$ cat src/rtl/dijkstra_sched.sv
// Single-source shortest-path engine: linear-scan node selection, streamed edge
// relaxation from an external 1-cycle-latency edge memory, and a result stream.
module dijkstra_sched #(
  parameter int DW   = 16,
  parameter int NMAX = 16
) (
  input  logic          clk,
  input  logic          reset,
  input  logic          start,
  input  logic [3:0]    n,
  input  logic [7:0]    e,
  input  logic [3:0]    src,
  output logic          edge_rd,
  output logic [7:0]    edge_addr,
  input  logic [11:0]   edge_data,
  output logic          busy,
  output logic          dist_valid,
  input  logic          dist_ready,
  output logic [3:0]    dist_node,
  output logic [DW-1:0] dist_val,
  output logic          done
);

  localparam logic [DW-1:0] INF = '1;

  localparam logic [2:0] S_IDLE   = 3'd0;
  localparam logic [2:0] S_INIT   = 3'd1;
  localparam logic [2:0] S_SELECT = 3'd2;
  localparam logic [2:0] S_RELAX  = 3'd3;
  localparam logic [2:0] S_DRAIN  = 3'd4;
  localparam logic [2:0] S_OUTPUT = 3'd5;

  logic [2:0]    state_q, state_d;
  logic [4:0]    n_q, n_d;
  logic [7:0]    e_q, e_d;
  logic [3:0]    src_q, src_d;
  logic [3:0]    scan_q, scan_d;
  logic [3:0]    best_q, best_d;
  logic [DW-1:0] best_dist_q, best_dist_d;
  logic          found_q, found_d;
  logic [3:0]    u_q, u_d;
  logic [7:0]    addr_q, addr_d;
  logic [3:0]    out_q, out_d;
  logic          done_q, done_d;
  logic          rd_pend_q;
  logic          visit_en;

  logic [DW-1:0] dist_q [NMAX];
  logic [NMAX-1:0] visited_q;

  logic [3:0]  e_parent, e_child, e_w;
  logic [DW:0] relax_sum;
  logic        relax_en;
  logic        cand_ok;
  logic        scan_last, addr_last, out_last, xfer;

  assign e_parent = edge_data[3:0];
  assign e_child  = edge_data[7:4];
  assign e_w      = edge_data[11:8];

  // The sum is one bit wider so an overflow can never compare below a real distance.
  assign relax_sum = {1'b0, dist_q[u_q]} + {{(DW-3){1'b0}}, e_w};
  assign relax_en  = rd_pend_q && (e_parent == u_q) && ({1'b0, e_child} < n_q) &&
                     !visited_q[e_child] && (relax_sum < {1'b0, dist_q[e_child]});

  // Strict compare keeps the earlier (lower-index) node on equal distances.
  assign cand_ok   = !visited_q[scan_q] && (dist_q[scan_q] != INF) &&
                     (!found_q || (dist_q[scan_q] < best_dist_q));

  assign scan_last = ({1'b0, scan_q} == (n_q - 5'd1));
  assign addr_last = (addr_q == (e_q - 8'd1));
  assign out_last  = ({1'b0, out_q} == (n_q - 5'd1));
  assign xfer      = dist_valid && dist_ready;

  always_comb begin
    // NOTE: every always_comb output gets a default first so no path infers a latch.
    state_d     = state_q;
    n_d         = n_q;
    e_d         = e_q;
    src_d       = src_q;
    scan_d      = scan_q;
    best_d      = best_q;
    best_dist_d = best_dist_q;
    found_d     = found_q;
    u_d         = u_q;
    addr_d      = addr_q;
    out_d       = out_q;
    done_d      = 1'b0;
    visit_en    = 1'b0;

    case (state_q)
      S_IDLE: begin
        if (start) begin
          n_d     = (n == 4'd0) ? 5'd16 : {1'b0, n};
          e_d     = e;
          src_d   = src;
          state_d = S_INIT;
        end
      end
      S_INIT: begin
        scan_d  = 4'd0;
        found_d = 1'b0;
        state_d = S_SELECT;
      end
      S_SELECT: begin
        found_d = found_q | cand_ok;
        if (cand_ok) begin
          best_d      = scan_q;
          best_dist_d = dist_q[scan_q];
        end
        scan_d = scan_q + 4'd1;
        if (scan_last) begin
          scan_d  = 4'd0;
          found_d = 1'b0;
          if (found_q || cand_ok) begin
            u_d      = cand_ok ? scan_q : best_q;
            visit_en = 1'b1;
            addr_d   = 8'd0;
            state_d  = (e_q == 8'd0) ? S_DRAIN : S_RELAX;
          end else begin
            out_d   = 4'd0;
            state_d = S_OUTPUT;
          end
        end
      end
      S_RELAX: begin
        addr_d = addr_q + 8'd1;
        if (addr_last) state_d = S_DRAIN;
      end
      S_DRAIN: state_d = S_SELECT;
      S_OUTPUT: begin
        if (xfer) begin
          if (out_last) begin
            state_d = S_IDLE;
            done_d  = 1'b1;
          end else begin
            out_d = out_q + 4'd1;
          end
        end
      end
      default: state_d = S_IDLE;
    endcase
  end

  always_ff @(posedge clk) begin
    if (!reset) begin
      // NOTE: sequential state uses non-blocking assignments so every register
      // samples pre-edge values regardless of statement order.
      state_q     <= S_IDLE;
      n_q         <= 5'd0;
      e_q         <= 8'd0;
      src_q       <= 4'd0;
      scan_q      <= 4'd0;
      best_q      <= 4'd0;
      best_dist_q <= '0;
      found_q     <= 1'b0;
      u_q         <= 4'd0;
      addr_q      <= 8'd0;
      out_q       <= 4'd0;
      done_q      <= 1'b0;
      rd_pend_q   <= 1'b0;
      visited_q   <= '0;
      // NOTE: the distance table is a small flop array with an observable reset
      // value, so it is reset here rather than left uninitialised like a RAM.
      for (int i = 0; i < NMAX; i++) dist_q[i] <= INF;
    end else begin
      state_q     <= state_d;
      n_q         <= n_d;
      e_q         <= e_d;
      src_q       <= src_d;
      scan_q      <= scan_d;
      best_q      <= best_d;
      best_dist_q <= best_dist_d;
      found_q     <= found_d;
      u_q         <= u_d;
      addr_q      <= addr_d;
      out_q       <= out_d;
      done_q      <= done_d;
      rd_pend_q   <= edge_rd;
      if (state_q == S_INIT) begin
        for (int i = 0; i < NMAX; i++) dist_q[i] <= INF;
        dist_q[src_q] <= '0;
        visited_q     <= '0;
      end
      if (visit_en) visited_q[u_d] <= 1'b1;
      if (relax_en) dist_q[e_child] <= relax_sum[DW-1:0];
    end
  end

  assign edge_rd    = (state_q == S_RELAX);
  assign edge_addr  = edge_rd ? addr_q : 8'd0;
  assign busy       = (state_q != S_IDLE);
  assign dist_valid = (state_q == S_OUTPUT);
  assign dist_node  = dist_valid ? out_q : 4'd0;
  assign dist_val   = dist_valid ? dist_q[out_q] : '0;
  assign done       = done_q;

endmodule

$ cat config.mk
export PLATFORM = sky130hd
export DESIGN_NAME = dijkstra_sched
export DESIGN_NICKNAME = d
export VERILOG_FILES = /design/src/rtl/dijkstra_sched.sv
export SDC_FILE = /design/constraint.sdc
export NUM_CORES = 1
export LEC_CHECK = 0
export CORE_MARGIN = 8
export CORE_UTILIZATION = 57
export DETAILED_ROUTE_END_ITERATION = 8
export GPL_ROUTABILITY_DRIVEN = 0
export PLACE_DENSITY_LB_ADDON = 0.25
export SLEW_MARGIN = 20
export SYNTH_ARGS = -nofsm -noshare
export SYNTH_HDL_FRONTEND = slang
export SYNTH_SLANG_ARGS = --single-unit
export TNS_END_PERCENT = 10
$ cat constraint.sdc
create_clock -name clk -period 22.7 [get_ports clk]
set_clock_uncertainty 0.2 [all_clocks]
set_input_delay 4.54 -clock clk [delete_from_list [all_inputs] [get_ports clk]]
set_output_delay 4.54 -clock clk [all_outputs]
set_load 0.01 [all_outputs]
==> results.yml <==
layout:
  regArea_sq_mm: 0.00944
  drive_gt1_share_pct: 24.9
  diodes: 0
  fillCellCount: 3196
  multi_input_area_sq_mm: 0.0141
  areaGrowthSynthToFinish_pct: 8.85
  layout.nets: 1806
synth:
  async_reset_ff_share_pct: 0
  netlist_area_sq_mm: 0.0246
  synth-compound-area-share_pct: 4.35
  syn_area_per_cell_sq_um: 14.0
  synth_top_area_share_pct: 31.3
  synth_edf_count: 256
  synth-seq-area-share_pct: 38.4
  synth.area.mux_share_pct: 41.4
  synth_cell_types: 63
  ys_seq_elements: 343
  synth_top_family_by_area: "multiplexers"
  synth_nets: 1829
  synth.most_common_cell: "mux2i_1"
  synth_fa_ha_area_share_pct: 2.27
  synth_top_cell_by_area: "edfxtp_1"
  yosysWarnings: 0
  synthCells: 1753
  synth_area_leaders: "edfxtp_1, mux4_2, mux2i_1"
  synthFlopType: "edfxtp_1"
  synthSimpleGateAreaFrac_pct: 6.36
  synthTopCellsByCount: "mux2i_1, mux4_2, edfxtp_1"
  synth-xor-area-share_pct: 1.75
sta:
  setup_viol: 0
  whs_ps: 281
  drv_slew: 0
  rsz0062_at_grt: "no"
  period_share_pct: 48.5
  period_needed_ps: 11000
  finalSetupTns_ps: 0
  fmax_ghz: 0.0909
  tightest_slew_ps: 1220
  hold_viol: 0
  relSlewSlack_pct: 18.6
pwr:
  vdd_drop_max_uv: 57.4
  leakagePower_nw: 9.11
  pwr_density_cell_mw_per_mm2: 76.4
  power_mw: 2.04
die:
  ios: 64
  die_x_um: 224
  die_h_um: 224
  start_util_pct: 57.4
  fp.coreArea_sq_mm: 0.0428
  die-area_sq_mm: 0.0500
  row_count: 76
clocking:
  cts_buffer_depth: 3
  root_buffer: "clkbuf_16"
  clk_latency_ps: 570
  cts.repair.resized: 0
  cts_hold_buffers: 0
  cts_tree: "done"
  cts_setup_buffers: 0
  numClockSinks: 343
  htreeDepth: 2
  cts_buffers: 39
  cts.clk_slew.worst_paths_ps: 60
critical_path:
  cp_slowest_cell: "xnor2_2"
  worstPathArrival_ps: 10920
  crit_chain: "clkdlybuf4s50_1 > ha_1 > a21o_1 > a21oi_1 > nor2b_1 > o2111ai_1 > nor2_1 > nand3_1 > xnor2_2 > inv_1 > ha_1 > nor2b_1 > o21ai_0 > nand2b_1 > a41o_1 > nand4_1 > buf_8 > o2111ai_4 > nand2_1"
  end_kind: "flop"
  slowest_delay_ps: 980
  r2r_slack_ps: 13880
  critPathMaxFanout: 17
  critPathKind: "in -> reg"
  critical_path_required_ps: 22610
  cp-start-kind: "input port"
job:
  maxCapViolCount: 0
routing:
  drc: 0
  routed_wl_um: 77700
  drt-pass1-iter-count: 7
  vias_per_cell: 7.49
  drt_iter0_drc: 2366
  wl_per_cell_um: 33.7
  drt.antenna.violating_nets: 0
  vias: 17266
global_routing:
  grt_pass1_vias: 16866
  grt_max_degree: 65
  grt_pass1_wl_um: 115000
  track_usage_pct: 30.9
  grt_overflow: 0
  antenna_found_initial: 4
placement:
  hpwl_um: 54400
  io_buffers: 63
worst_hold_path:
  hold_path.class: "reg -> reg"
status:
  status: "finished, final reports clean"
-- cell families (layout without fill, tap and decap cells) --
logic type | count (synthesis) | after routing
compound gates | 149 | 149
xor+xnor | 49 | 49
fa+ha+maj | 44 | 44
buf+inv | 236 | 243
flops | 343 | 343
mux | 620 | 620
simple gates | 312 | 312
-- flip-flops by register name, summed over array words and instances, names as in the netlist, 4 cells and up, named ones only --
register	count
scan_q	4
best_dist_q	16
n_q	5
e_q	8
out_q	4
visited_q	16
dist_q	256
u_q	4
best_q	4
src_q	4
addr_q	8
-- power breakdown --
group / internal [mW] / switching, mW / total [mW]
combinational: 0.213 / 0.408 / 0.621
clock: 0.367 / 0.270 / 0.637
sequential: 0.735 / 0.0495 / 0.785
-- worst paths after layout --
check,endpoint,cells past startpoint,from
setup reg to reg,dist_q[10][4],19,u_q[1]
hold reg to reg,e_q[5],2,e_q[5]
hold / removal,e_q[5],2,e_q[5]
setup / recovery,dist_q[10][4],19,edge_data[9]
-- critical path: cells and delay by family --
kind	cells	cell delay, ps
AO/OA/AOI/OAI	6	1350
XOR/XNOR	1	980
adder cells (fa/ha/maj)	2	640
buffers and inverters	3	970
AND/OR/NAND/NOR	7	2420
-- metrics by stage --
step	worst slack, ps	utilization (%)	area, sq um	instances
finish	11700	62.5	26700	2306
CTS	11070	62.3	26600	2305
floorplan	12480	-	24600	1753
global placement	10820	59.3	25400	2234
global route	11340	62.5	26700	2306
detailed placement	10510	59.3	25400	2234
-- cell type report --
cell class,count,area share (%)
sequential,343,35.3
clock inverter,21,0.702
clock buffer,50,4.00
inverter,64,0.903
timing repair buffer,108,3.61
tap,546,2.55
multi-input combinational,1174,52.9
-- layer usage --
layer | wire length [um] | track usage [%]
met1 | 28000 | 40.0
met2 | 35800 | 48.2
met3 | 10300 | 10.1
met4 | 3520 | 12.4
met5 | 103 | 0.977
-- cell usage in the layout (no fill, tap or decap), types with 5 or more instances in the layout --
master / instances
dfxtp_1: 81
mux2_2: 5
mux2i_1: 309
o21ai_2: 7
nand3b_1: 5
edfxtp_1: 256
clkinv_1: 9
inv_1: 62
o2111ai_4: 5
xnor2_1: 15
ha_1: 43
xnor2_2: 6
buf_4: 46
nor4_1: 6
and3_1: 13
clkbuf_16: 40
nand3_1: 20
a32o_1: 16
nor2_1: 72
mux4_1: 39
nand4_1: 12
nand2_1: 92
a22oi_1: 35
clkdlybuf4s50_1: 60
clkinv_2: 8
nor3_1: 11
mux4_2: 265
a21oi_1: 33
a21o_1: 16
nand2b_1: 11
clkbuf_1: 7
and2_1: 26
o21ai_0: 11
xor2_1: 23
nor2b_1: 12
No activity file was read; power rests on OpenSTA's default activity.
